`src/rtl/adder_bist_if.sv`:
```
// adder_bist_if: bundle between the adder BIST engine and its environment.
//   Parameter N   : operand width.
//   start, mode   : run request and mode select (0 random, 1 exhaustive).
//   A, B          : operands presented to the adder under test.
//   S             : N+1-bit sum returned by the adder under test.
//   busy, done    : run in progress / run finished.
//   pass          : 1 when the finished run saw no mismatch.
//   err_count     : saturating mismatch count.
//   fail_A/B/S    : first-mismatch capture, present only when
//                   ADDER_BIST_CAPTURE_EN is defined.
// Modports: master = BIST engine, slave = environment driving start/mode/S.
interface adder_bist_if #(
    parameter int N = 16
);
    logic         start;
    logic         mode;
    logic [N-1:0] A;
    logic [N-1:0] B;
    logic [N:0]   S;
    logic         busy;
    logic         done;
    logic         pass;
    logic [31:0]  err_count;
`ifdef ADDER_BIST_CAPTURE_EN
    logic [N-1:0] fail_A;
    logic [N-1:0] fail_B;
    logic [N:0]   fail_S;

    modport master (
        input  start, mode, S,
        output A, B, busy, done, pass, err_count, fail_A, fail_B, fail_S
    );
    modport slave (
        output start, mode, S,
        input  A, B, busy, done, pass, err_count, fail_A, fail_B, fail_S
    );
`else
    modport master (
        input  start, mode, S,
        output A, B, busy, done, pass, err_count
    );
    modport slave (
        output start, mode, S,
        input  A, B, busy, done, pass, err_count
    );
`endif
endinterface

```
`src/rtl/adder_bist.sv`:
```
// adder_bist: built-in self-test engine for N-bit adders.
// Drives random (two Galois LFSRs) or exhaustive operand pairs on A/B, one per
// cycle, and compares the DUT sum S against A+B delayed LAT cycles. Mismatches
// (including X/Z on S) are counted with saturation; pass/done report the result.
// Ports:
//   clk       : clock.
//   rst       : synchronous active-high reset.
//   bus       : adder_bist_if.master (start, mode, A, B, S, busy, done, pass,
//               err_count, and fail_A/fail_B/fail_S with ADDER_BIST_CAPTURE_EN).
// Parameters: N (width), T (random vectors per run), LAT (DUT latency 0..4),
//   SEED (nonzero LFSR seed).
// Optional feature macro: ADDER_BIST_CAPTURE_EN captures the first mismatch.
module adder_bist #(
    parameter int          N    = 16,
    parameter int unsigned T    = 1024,
    parameter int          LAT  = 0,
    parameter logic [31:0] SEED = 32'hACE1_2468
) (
    input logic          clk,
    input logic          rst,
    adder_bist_if.master bus
);
    localparam logic [31:0]     POLY       = 32'h8020_0003;
    localparam int unsigned     DEPTH      = (LAT == 0) ? 1 : LAT;
    localparam int unsigned     TAP        = (LAT == 0) ? 0 : LAT - 1;
    localparam logic [31:0]     EXH_LAST   = (N <= 12) ? 32'((64'd1 << (2 * N)) - 64'd1) : 32'd0;
    localparam logic [31:0]     RND_LAST   = 32'(T - 1);
    localparam logic [2:0]      DRAIN_LAST = 3'(DEPTH - 1);
    localparam logic [2*N-1:0]  CNT_ONE    = 1;

    typedef enum logic [1:0] {IDLE, RUN, DRAIN, DONE} state_t;

    state_t         state;
    logic [N-1:0]   a_q, b_q;
    logic           busy_q, done_q, pass_q;
    logic [31:0]    err_q, err_next;
    logic           mode_q;
    logic [31:0]    lfsr_a, lfsr_b;
    logic [2*N-1:0] cnt;
    logic [31:0]    remain;
    logic [2:0]     drain_cnt;

    logic [N:0]     exp_pipe [DEPTH];
    logic           vld_pipe [DEPTH];
    logic           cur_vld, cmp_vld, mismatch;
    logic [N:0]     cur_exp, cmp_exp;

    function automatic logic [31:0] lfsr_step(input logic [31:0] x);
        return x[0] ? ((x >> 1) ^ POLY) : (x >> 1);
    endfunction

    // A/B hold a live vector exactly while in RUN.
    always_comb begin
        cur_vld = (state == RUN);
        cur_exp = {1'b0, a_q} + {1'b0, b_q};
        if (LAT == 0) begin
            cmp_vld = cur_vld;
            cmp_exp = cur_exp;
        end else begin
            cmp_vld = vld_pipe[TAP];
            cmp_exp = exp_pipe[TAP];
        end
        mismatch = cmp_vld && (bus.S !== cmp_exp);
        err_next = err_q;
        if (mismatch && (err_q != '1)) begin
            err_next = err_q + 32'd1;
        end
    end

    always_ff @(posedge clk) begin
        exp_pipe[0] <= cur_exp;
        for (int unsigned i = 1; i < DEPTH; i++) begin
            exp_pipe[i] <= exp_pipe[i-1];
        end
        if (rst) begin
            for (int unsigned i = 0; i < DEPTH; i++) begin
                vld_pipe[i] <= 1'b0;
            end
        end else begin
            vld_pipe[0] <= cur_vld;
            for (int unsigned i = 1; i < DEPTH; i++) begin
                vld_pipe[i] <= vld_pipe[i-1];
            end
        end
    end

    always_ff @(posedge clk) begin
        if (rst) begin
            state     <= IDLE;
            a_q       <= '0;
            b_q       <= '0;
            busy_q    <= 1'b0;
            done_q    <= 1'b0;
            pass_q    <= 1'b0;
            err_q     <= '0;
            mode_q    <= 1'b0;
            lfsr_a    <= SEED;
            lfsr_b    <= ~SEED;
            cnt       <= '0;
            remain    <= '0;
            drain_cnt <= '0;
        end else begin
            err_q <= err_next;
            case (state)
                IDLE, DONE: begin
                    if (bus.start) begin
                        // Generators are reloaded and vector 0 is issued on the
                        // same edge, so the stored generator state is one step ahead.
                        state  <= RUN;
                        busy_q <= 1'b1;
                        done_q <= 1'b0;
                        pass_q <= 1'b0;
                        err_q  <= '0;
                        mode_q <= bus.mode;
                        remain <= bus.mode ? EXH_LAST : RND_LAST;
                        lfsr_a <= lfsr_step(SEED);
                        lfsr_b <= lfsr_step(~SEED);
                        cnt    <= CNT_ONE;
                        if (bus.mode) begin
                            a_q <= '0;
                            b_q <= '0;
                        end else begin
                            a_q <= SEED[N-1:0];
                            b_q <= ~SEED[N-1:0];
                        end
                    end
                end
                RUN: begin
                    if (remain == '0) begin
                        state     <= DRAIN;
                        drain_cnt <= DRAIN_LAST;
                    end else begin
                        remain <= remain - 32'd1;
                        if (mode_q) begin
                            a_q <= cnt[2*N-1:N];
                            b_q <= cnt[N-1:0];
                            cnt <= cnt + CNT_ONE;
                        end else begin
                            a_q    <= lfsr_a[N-1:0];
                            b_q    <= lfsr_b[N-1:0];
                            lfsr_a <= lfsr_step(lfsr_a);
                            lfsr_b <= lfsr_step(lfsr_b);
                        end
                    end
                end
                DRAIN: begin
                    if (drain_cnt == '0) begin
                        state  <= DONE;
                        busy_q <= 1'b0;
                        done_q <= 1'b1;
                        // The last compare lands on this same edge.
                        pass_q <= (err_next == '0);
                    end else begin
                        drain_cnt <= drain_cnt - 3'd1;
                    end
                end
                default: state <= IDLE;
            endcase
        end
    end

    assign bus.A         = a_q;
    assign bus.B         = b_q;
    assign bus.busy      = busy_q;
    assign bus.done      = done_q;
    assign bus.pass      = pass_q;
    assign bus.err_count = err_q;

`ifdef ADDER_BIST_CAPTURE_EN
    logic [N-1:0] opa_pipe [DEPTH];
    logic [N-1:0] opb_pipe [DEPTH];
    logic [N-1:0] cmp_a, cmp_b;
    logic [N-1:0] fail_a_q, fail_b_q;
    logic [N:0]   fail_s_q;
    logic         start_ok;

    // Operands travel with the expected sum so the capture matches the
    // vector actually being compared.
    always_ff @(posedge clk) begin
        opa_pipe[0] <= a_q;
        opb_pipe[0] <= b_q;
        for (int unsigned i = 1; i < DEPTH; i++) begin
            opa_pipe[i] <= opa_pipe[i-1];
            opb_pipe[i] <= opb_pipe[i-1];
        end
    end

    always_comb begin
        start_ok = bus.start && ((state == IDLE) || (state == DONE));
        if (LAT == 0) begin
            cmp_a = a_q;
            cmp_b = b_q;
        end else begin
            cmp_a = opa_pipe[TAP];
            cmp_b = opb_pipe[TAP];
        end
    end

    always_ff @(posedge clk) begin
        if (rst || start_ok) begin
            fail_a_q <= '0;
            fail_b_q <= '0;
            fail_s_q <= '0;
        end else if (mismatch && (err_q == '0)) begin
            fail_a_q <= cmp_a;
            fail_b_q <= cmp_b;
            fail_s_q <= bus.S;
        end
    end

    assign bus.fail_A = fail_a_q;
    assign bus.fail_B = fail_b_q;
    assign bus.fail_S = fail_s_q;
`endif
endmodule

```
`src/flat_wrapper.sv`:
```
// flat-port wrapper written by rule: the top's interface ports become plain ports
module adder_bist_flat 
#(
    parameter int          N    = 16,
    parameter int unsigned T    = 1024,
    parameter int          LAT  = 0,
    parameter logic [31:0] SEED = 32'hACE1_2468
)
  (clk, rst, bus_start, bus_mode, bus_S, bus_A, bus_B, bus_busy, bus_done, bus_pass, bus_err_count);
  adder_bist_if #(.N(N)) bus_i ();
  input logic clk;
  input logic rst;
  input wire logic [$bits(bus_i.start)-1:0] bus_start;
  input wire logic [$bits(bus_i.mode)-1:0] bus_mode;
  input wire logic [$bits(bus_i.S)-1:0] bus_S;
  output wire logic [$bits(bus_i.A)-1:0] bus_A;
  output wire logic [$bits(bus_i.B)-1:0] bus_B;
  output wire logic [$bits(bus_i.busy)-1:0] bus_busy;
  output wire logic [$bits(bus_i.done)-1:0] bus_done;
  output wire logic [$bits(bus_i.pass)-1:0] bus_pass;
  output wire logic [$bits(bus_i.err_count)-1:0] bus_err_count;
  assign bus_i.start = bus_start;
  assign bus_i.mode = bus_mode;
  assign bus_i.S = bus_S;
  assign bus_A = bus_i.A;
  assign bus_B = bus_i.B;
  assign bus_busy = bus_i.busy;
  assign bus_done = bus_i.done;
  assign bus_pass = bus_i.pass;
  assign bus_err_count = bus_i.err_count;
  adder_bist #(.N(N), .T(T), .LAT(LAT), .SEED(SEED)) u_core (.clk(clk), .rst(rst), .bus(bus_i));
endmodule
```
`config.mk`:
```
export PLATFORM = sky130hd
export DESIGN_NAME = adder_bist_flat
export DESIGN_NICKNAME = d
export VERILOG_FILES = /design/src/rtl/adder_bist_if.sv /design/src/rtl/adder_bist.sv /design/src/flat_wrapper.sv
export SDC_FILE = /design/constraint.sdc
export NUM_CORES = 1
export LEC_CHECK = 0
export CAP_MARGIN = 20
export CORE_MARGIN = 2
export CORE_UTILIZATION = 45
export CTS_CLUSTER_DIAMETER = 200
export CTS_CLUSTER_SIZE = 24
export DETAILED_ROUTE_END_ITERATION = 7
export SYNTH_ARGS = -nofsm -noshare
export SYNTH_HDL_FRONTEND = slang
export SYNTH_SLANG_ARGS = --single-unit
```
`constraint.sdc`:
```
create_clock -name clk -period 4.2 [get_ports clk]
set_clock_uncertainty 0.1 [all_clocks]
set_input_delay 1.05 -clock clk [delete_from_list [all_inputs] [get_ports clk]]
set_output_delay 1.05 -clock clk [all_outputs]
set_load 0.03 [all_outputs]
```
==> flow_summary_export.csv <==
group,metric,value,unit
synth,avgSynthCellArea,8.45,sq um
route,drcViolationCount,0,
synth,synthAdderAreaFrac,3.13,%
route,num_vias,8801,
sta,fin_crit_sh,92.1,%
clocking,ctsHoldBuffers,0,
power,leakagePower,4.39,nW
clocking,clk-insertion-delay-late,0.47,ns
global_routing,antenna_found_initial,0,
sta,holdWs,0.356,ns
sta,fin_tns_setup,0,ns
global_routing,grt_pass1_vias,8337,
route,via_per_inst,5.61,
clocking,post_cts_resized,0,
worst_setup_path,cp_data_required_time,4.48,ns
die,rows,55,
clocking,clk_pin_slew,0.10,ns
finish,layout.nets,1330,
clocking,postCtsSetupBuffers,0,
global_routing,grt_first_pass_wirelength,44000,um
placed_design,pre_cts_ws,-0.0418,ns
placed_design,place_hpwl,18900,um
clocking,cts_made_buffers,12,
synth,synth_cell_types,73,
route,drt_iter0_drc,572,
worst_setup_path,cp_top_family,"compound AO/OA/AOI/OAI gates",
finish,fin_cells,1569,
sta,setup_viol,0,
die,initial_core_util,45.4,%
sta,tightest_slew,0.957,ns
synth,syn_area,0.0102,sq mm
sta,drv_slew,0,
sta,slew_headroom,36.2,%
synth,synth_ff_type,"dfxtp_1",
worst_setup_path,slowest_delay,0.44,ns
synth,synth_cells,1210,
die,core,0.0225,sq mm
synth,synth_top_family_by_area,"simple AND/OR/NAND/NOR gates",
finish,final_cell_mix,"dfxtp_1 (200), nor2_1 (175), nand2_1 (110)",
placed_design,dp_cells,1555,
synth,yosysSeqAreaShare,39.3,%
synth,synth_edf_count,0,
route,dr.pass1.iters,5,
worst_setup_path,crit_chain,"ha_1, fa_1, nand3_1, a211o_1, a21oi_1, or3_1, a32oi_1, a2111oi_4, a21boi_2, buf_4, buf_4, nand4_1, a2111oi_2, nand4_1, o31ai_1",
worst_setup_path,start_kind,"register",
global_routing,grt_max_degree,89,
worst_setup_path,arrival,4.15,ns
finish,diodes,0,
worst_setup_path,crit_path_end_kind,"register",
synth,synth_compound_area_share,17.1,%
die,dieHeight,155,um
sta,fmax,258,MHz
power,power_density,644,mW/mm^2
min_path,hold_path_class,"reg -> reg",
global_routing,grt_overflow,0,
synth,synth_warnings,0,
worst_setup_path,worstReg2RegStart,"u_core.bus.B[0]$_SDFFE_PP0P_",
die,fp.dieW,155,um
placed_design,gp_congestion,0.901,
die,die_area,0.0239,sq mm
die,io_pins,88,
clocking,cts.path.max_buffers,3,
synth,ys_ff_latch,201,
placed_design,port_buffers,87,
synth,synth_nets,1256,
finish,drive_gt1_share,8.18,%
min_path,min-delay-start,"u_core.lfsr_b[23]$_SDFFE_PP0P_",
route,ant_nets,0,
clocking,cts_tree,"built",
worst_setup_path,cp-startpoint,"u_core.bus.B[0]$_SDFFE_PP0P_",
synth,yosys.area_share.simple,22.7,%
finish,area_delta_synth_final,16.0,%
finish,final_common_cell,"dfxtp_1",
worst_setup_path,crit_fanout,14,
clocking,h-tree-depth,1,
flow_run,cap_violations,0,
finish,fill_cells,2146,
run_status,status,"completed",
global_routing,grt_usage,22.3,%
sta,rsz0062_at_grt,"no",
clocking,tritoncts_num_sinks,201,
route,wl_per_cell,16.9,um
clocking,root_buffer,"clkbuf_16",
synth,async_flop_share,0,%
synth,synth_xor_area_share,9.34,%
worst_setup_path,critical_path_class,"reg -> reg",
sta,period_needed,3.87,ns
power,finalPower,7.64,mW
sta,hold_viol_final,0,
worst_setup_path,cpMaxStageDelayCell,"fa_1",
synth,muxShareOfSynthArea,4.85,%
sta,setup_slack,0.330,ns
route,routed_wl,26500,um
worst_setup_path,path_buf_inv,2,
power,ir_drop,0.284,mV
-- cell usage after synthesis, types with 6 or more instances --
cell type	n	area, sq um
a211oi_1	21	158
a21o_1	9	67.6
a21oi_1	97	485
a221o_1	19	190
a22oi_1	11	82.6
and2_1	6	37.5
and3_1	14	87.6
buf_1	7	26.3
clkbuf_1	55	206
dfxtp_1	201	4020
ha_1	24	300
inv_1	24	90.1
mux2_2	20	225
mux2i_1	27	270
nand2_1	110	413
nand2b_1	9	56.3
nand3_1	53	265
nand4_1	22	138
nor2_1	175	657
nor3_1	15	75.1
nor3b_1	7	52.6
nor4_1	11	68.8
o21a_1	7	52.6
o21ai_0	33	165
o22ai_1	19	119
or3_1	17	106
xnor2_1	54	473
xor2_1	55	482
-- per-stage QoR --
stage / cell area (sq um) / util (%)
6_report: 11900 / 52.7
5_1_grt: 11900 / 52.7
4_1_cts: 11900 / 52.7
3_5_place_dp: 11500 / 51.2
3_3_place_gp: 11500 / 51.2
2_1_floorplan: 10200 / -
-- metal layers --
| metal | global-route usage (%) | vias to the layer above | wire [um] |
|---|---|---|---|
| met2 | 35.7 | 164 | 11900 |
| met4 | 4.59 | 0 | 436 |
| met5 | 0 | - | 0 |
| li1 | - | 4439 | - |
| met1 | 32.9 | 4169 | 13300 |
| met3 | 2.19 | 29 | 861 |
-- registers in the layout, indices dropped and copies added, names as in the netlist --
register / cells
u_core.bus.A: 16
u_core.bus.B: 16
u_core.bus.busy: 1
u_core.bus.done: 1
u_core.bus.err_count: 32
u_core.bus.pass: 1
u_core.cnt: 32
u_core.drain_cnt: 3
u_core.lfsr_a: 32
u_core.lfsr_b: 32
u_core.mode_q: 1
u_core.remain: 32
u_core.state: 2
-- power by group --
part           internal, mW  leakage, nW  switching [mW]
combinational          1.39         2.58            2.31
sequential             2.36         1.64           0.371
clock                 0.565        0.167           0.638
total                  4.32         4.39            3.32
-- worst register-to-register path: stages (launching register included) --
cell       delay, ns
dfxtp_1         0.35
ha_1            0.24
fa_1            0.44
nand3_1         0.14
a211o_1         0.21
a21oi_1         0.12
or3_1           0.35
a32oi_1         0.29
a2111oi_4       0.13
a21boi_2        0.22
buf_4           0.15
buf_4           0.19
nand4_1         0.14
a2111oi_2       0.35
nand4_1         0.14
o31ai_1         0.24
-- layout make-up --
class	count	area, sq um	area share [%]
tap	285	357	3.01
clock buffer	13	325	2.74
inverter	24	90.1	0.760
multi-input combinational	917	5860	49.4
sequential	201	4030	33.9
clock inverter	1	16.3	0.137
timing repair buffer	128	1190	10.0
-- final timing paths --
path | end | slack, ns | cells past startpoint
setup / recovery | u_core.bus.pass$_SDFFE_PP0P_ | 0.33 | 15
hold / removal | u_core.lfsr_b[23]$_SDFFE_PP0P_ | 0.36 | 2
setup reg to reg | u_core.bus.pass$_SDFFE_PP0P_ | 0.33 | 15
hold reg to reg | u_core.lfsr_b[23]$_SDFFE_PP0P_ | 0.36 | 2
-- cells by family after synthesis --
logic type / Yosys count
AOI/OAI and AO/OA: 256
xor gates and xnor gates: 109
adders and majority gates: 25
buffers and inverters: 92
DFF: 201
muxes: 47
and+or+nand+nor: 480
No activity file was read; power rests on OpenSTA's default activity.
==> edit 1 (same settings) <==
`T` is set to 1024 in 2 places; all go to 512.
--- a/src/rtl/adder_bist.sv
+++ b/src/rtl/adder_bist.sv
@@ -14,3 +14,3 @@
     parameter int          N    = 16,
-    parameter int unsigned T    = 1024,
+    parameter int unsigned T    = 512,
     parameter int          LAT  = 0,
--- a/src/flat_wrapper.sv
+++ b/src/flat_wrapper.sv
@@ -4,3 +4,3 @@
     parameter int          N    = 16,
-    parameter int unsigned T    = 1024,
+    parameter int unsigned T    = 512,
     parameter int          LAT  = 0,
Check against the original RTL: same outputs for any inputs over 4 cycles, from zero or initial values and one cycle with rst high; that may be too few to reach the edited logic, so the function may still have changed.
==> edit 1 against the unedited design <==
  * Synthesized area up 0.84%
  * Routed wire length up 0.12%
  * Sequential cell count unchanged
  * Final area up 0.21%
  * Final cell count up 1.1%
  * Power up 4.0%
  * Highest routed layer unchanged
  * Sequential power up 3%
  * Setup slack worse by 24 ps
  * First-iteration DRC count up 5.4%
  * Non-clock buffer count down 2
  * Combinational power up 6.2%
==> edit 1: results (changes against the unedited design) <==
Yosys
  – Ranking of synthesized cells by area: dfxtp_1 39%, nor2_1 6.0%, a21oi_1 4.5% (was dfxtp_1 39%, nor2_1 6.4%, a21oi_1 4.7%)
  – Post-synthesis sequential area ratio: 0.3902 (was 0.3935)
  – Net Count, Synth: 1287 (was 1256)
  – Mapped Area: 10310 µm² (was 10230 µm²)
  – Count of cell types in the netlist: 74 (was 73)
  – Post-Syn Instances: 1241 (was 1210)
  – Synth cell count leaders: 201 x dfxtp_1, 165 x nor2_1, 100 x nand2_1 (was 201 x dfxtp_1, 175 x nor2_1, 110 x nand2_1)

Final layout
  – Fraction of area in multi-input gates: 0.4976 (was 0.4939)
  – Signal buffers: 126 (was 128)
  – Data buffer area share: 0.09876 (was 0.1002)
  – Filler cell count in the final layout: 2140 (was 2146)
  – Inverters excl. clock: 22 (was 24)
  – Clock network area share: 0.02801 (was 0.02880)
  – Syn-to-layout area delta: 15.24% (was 15.97%)
  – Seq area share: 0.3387 (was 0.3394)
  – Clkbuf count: 12 (was 13)

Global routing
  – First-pass GRT wire length: 42.90 mm (was 44.04 mm)
  – Pin count of the biggest net entering global routing: 105 (was 89)
  – Global Route Usage Sum: 0.2147 (was 0.2234)
  – Met2 Usage GRT: 0.3493 (was 0.3567)
  – Number of global-route vias before repair: 8213 (was 8337)
  – M1 GR Usage: 0.3065 (was 0.3286)

Placement
  – Routability cong.: 0.9220 (was 0.9012)
  – Worst slack, placed: -183.4 ps (was -41.81 ps)
  – Dpl cell area: 11540 µm² (was 11520 µm²)

Routing
  – WL per Instance: 16.74 µm (was 16.91 µm)
  – Vias/cell: 5.691 (was 5.609)
  – Via count: 9032 (was 8801)
  – M1 WL: 12.92 mm (was 13.32 mm)
  – Met2 WL: 12.14 mm (was 11.91 mm)

Worst setup path
  – Largest delay share family, worst path: simple AND/OR/NAND/NOR gates (was compound AO/OA/AOI/OAI gates)
  – CP Data Arrival Time: 4210 ps (was 4150 ps)

Status
  – Status: finished clean (unchanged)

Pwr
  – Leak Pwr: 4.280 nW (was 4.387 nW)
  – Combinational power: 0.00393 W (was 0.00370 W)
  – Max VDD drop: 0.0003453 V (was 0.0002842 V)
  – Seq. pwr: 0.00282 W (was 0.00273 W)
  – Sequential Power Share: 0.355 (was 0.358)

CTS
  – Worst-Skew Late Latency: 500 ps (was 470 ps)

STA
  – Slew headroom: 0.2548 (was 0.3617)
==> edit 1: worst paths after layout <==
kind                                        from                             end  slack, ps  cells after the start
setup / recovery    u_core.bus.B[0]$_SDFFE_PP0P_    u_core.bus.pass$_SDFFE_PP0P_        310                     14
hold / removal    u_core.lfsr_b[16]$_SDFFE_PP0P_  u_core.lfsr_b[15]$_SDFFE_PP1P_        370                      1
setup reg to reg    u_core.bus.B[0]$_SDFFE_PP0P_    u_core.bus.pass$_SDFFE_PP0P_        310                     14
hold reg to reg   u_core.lfsr_b[16]$_SDFFE_PP0P_  u_core.lfsr_b[15]$_SDFFE_PP1P_        370                      1
==> edit 1: logic make-up (layout without fill, tap and decap cells) <==
kind of cell               after synthesis  after routing  share of synthesized area
and+or+nand+nor                        501            501                     0.2370
AOI/OAI and AO/OA                      273            273                     0.1756
DFF                                    201            201                     0.3902
buffers and inverters                  101            162                    0.03858
xor gates and xnor gates                98             98                    0.08469
muxes                                   42             42                    0.04295
adders and majority gates               25             25                    0.03106
==> edit 2 (same flow settings) <==
Without the edit above. Re-encode `state_t` (4 states) as Gray code, 2 bits wide.
--- a/src/rtl/adder_bist.sv
+++ b/src/rtl/adder_bist.sv
@@ -30,3 +30,3 @@
 
-    typedef enum logic [1:0] {IDLE, RUN, DRAIN, DONE} state_t;
+    typedef enum logic [1:0] {IDLE = 2'b00, RUN = 2'b01, DRAIN = 2'b11, DONE = 2'b10} state_t;
 
Behaviour: same outputs for any inputs over 4 cycles, from zero or initial values and one cycle with rst high; so few cycles prove little.
==> edit 2 against the unedited design <==
  * Non-clock buffer count grew 28
  * Synthesized area shrank 0.80%
  * Final area grew 1.3%
  * Routed wire length grew 2.4%
  * Sequential cell count is the same
  * Global-route usage grew 0.11 points
  * Setup slack lost 170 ps
Power is not compared: it rests on default switching activity, and its combinational part moved more than twofold at a synthesized area within 25%.
==> edit 2: results (changes against the unedited design) <==
Status
  – Status: finished clean (unchanged)

Global routing
  – First-pass GRT wire length: 44.50 mm (was 44.04 mm)
  – Met3 Use GR: 0.02508 (was 0.02185)
  – Global Route Usage Sum: 0.2245 (was 0.2234)
  – Met2 Usage GRT: 0.3479 (was 0.3567)
  – Pin count of the biggest net entering global routing: 74 (was 89)
  – Number of global-route vias before repair: 8283 (was 8337)
  – M1 GR Usage: 0.3401 (was 0.3286)

Final layout
  – Data buffer area share: 0.1180 (was 0.1002)
  – Final nets: 1354 (was 1330)
  – Share of cells above drive strength 1: 0.09840 (was 0.08178)
  – Multi-input gate area: 5848 µm² (was 5857 µm²)
  – Filler cell count in the final layout: 2076 (was 2146)
  – Inverters excl. clock: 10 (was 24)

Routing
  – WL per Instance: 17.07 µm (was 16.91 µm)
  – WL met3: 1.239 mm (was 861 µm)
  – Via count: 9092 (was 8801)
  – Met2 WL: 11.87 mm (was 11.91 mm)
  – 1st-iter DRT viols: 475 (was 572)
  – M1 WL: 13.71 mm (was 13.32 mm)

CTS
  – Post-cts gate resize count: 2 (was 0)

Worst setup path
  – Critical path peak fanout: 7 (was 14)
  – Crit path kind: input port to flop (was flop to flop)
  – Largest delay share family, worst path: simple AND/OR/NAND/NOR gates (was compound AO/OA/AOI/OAI gates)
  – Reg2Reg Setup Slack: 170 ps (was 330 ps)
  – CP Data Arrival Time: 4360 ps (was 4150 ps)

Yosys
  – Compound-Gate Fraction of Synth Area: 0.1616 (was 0.1706)
  – Xor and xnor area share after synthesis: 0.08966 (was 0.09336)
  – Post-synthesis sequential area ratio: 0.3966 (was 0.3935)
  – Post-synthesis adder-cell area fraction: 0.02787 (was 0.03132)
  – Synth cell count leaders: 201 x dfxtp_1, 193 x nor2_1, 92 x nand2_1 (was 201 x dfxtp_1, 175 x nor2_1, 110 x nand2_1)
  – Ranking of synthesized cells by area: dfxtp_1 40%, nor2_1 7.1%, xor2_1 5.2% (was dfxtp_1 39%, nor2_1 6.4%, a21oi_1 4.7%)

STA
  – Worst-Margin Slew: 836.9 ps (was 957.4 ps)

Min path
  – Hold Path End: u_core.lfsr_a[22]$_SDFFE_PP1P_ (was u_core.lfsr_b[23]$_SDFFE_PP0P_)
==> edit 2: power groups by stage <==
stage | registers [W] | logic (W) | clock network (W)
after CTS | 0.00215 | 0.00107 | 0.00123
after detailed placement | 0.00220 | 0.00106 | 0
final | 0.00216 | 0.00108 | 0.00118
after floorplan | 0.00221 | 0.000712 | 0
after global placement | 0.00220 | 0.00106 | 0
after global routing | 0.00218 | 0.00120 | 0.00128
==> edit 2: metrics by stage <==
stage	setup WS [ps]	util	total power, W	std cells	instance area [µm²]
floorplan	122.2	-	0.002925	1222	10140
global placement	-432.9	0.5264	0.003256	1576	11560
detailed placement	-484.7	0.5264	0.003263	1576	11560
CTS	14.83	0.5421	0.004456	1590	11900
global route	-18.49	0.5470	0.004657	1591	12010
finish	159.2	0.5470	0.004416	1591	12010
==> edit 2: logic make-up (layout without fill, tap and decap cells) <==
family,Yosys count,count (layout)
xor+xnor,103,103
simple gates,518,518
flops,201,201
mux,37,37
fa+ha+maj,22,22
buf+inv,91,180
compound gates,250,250
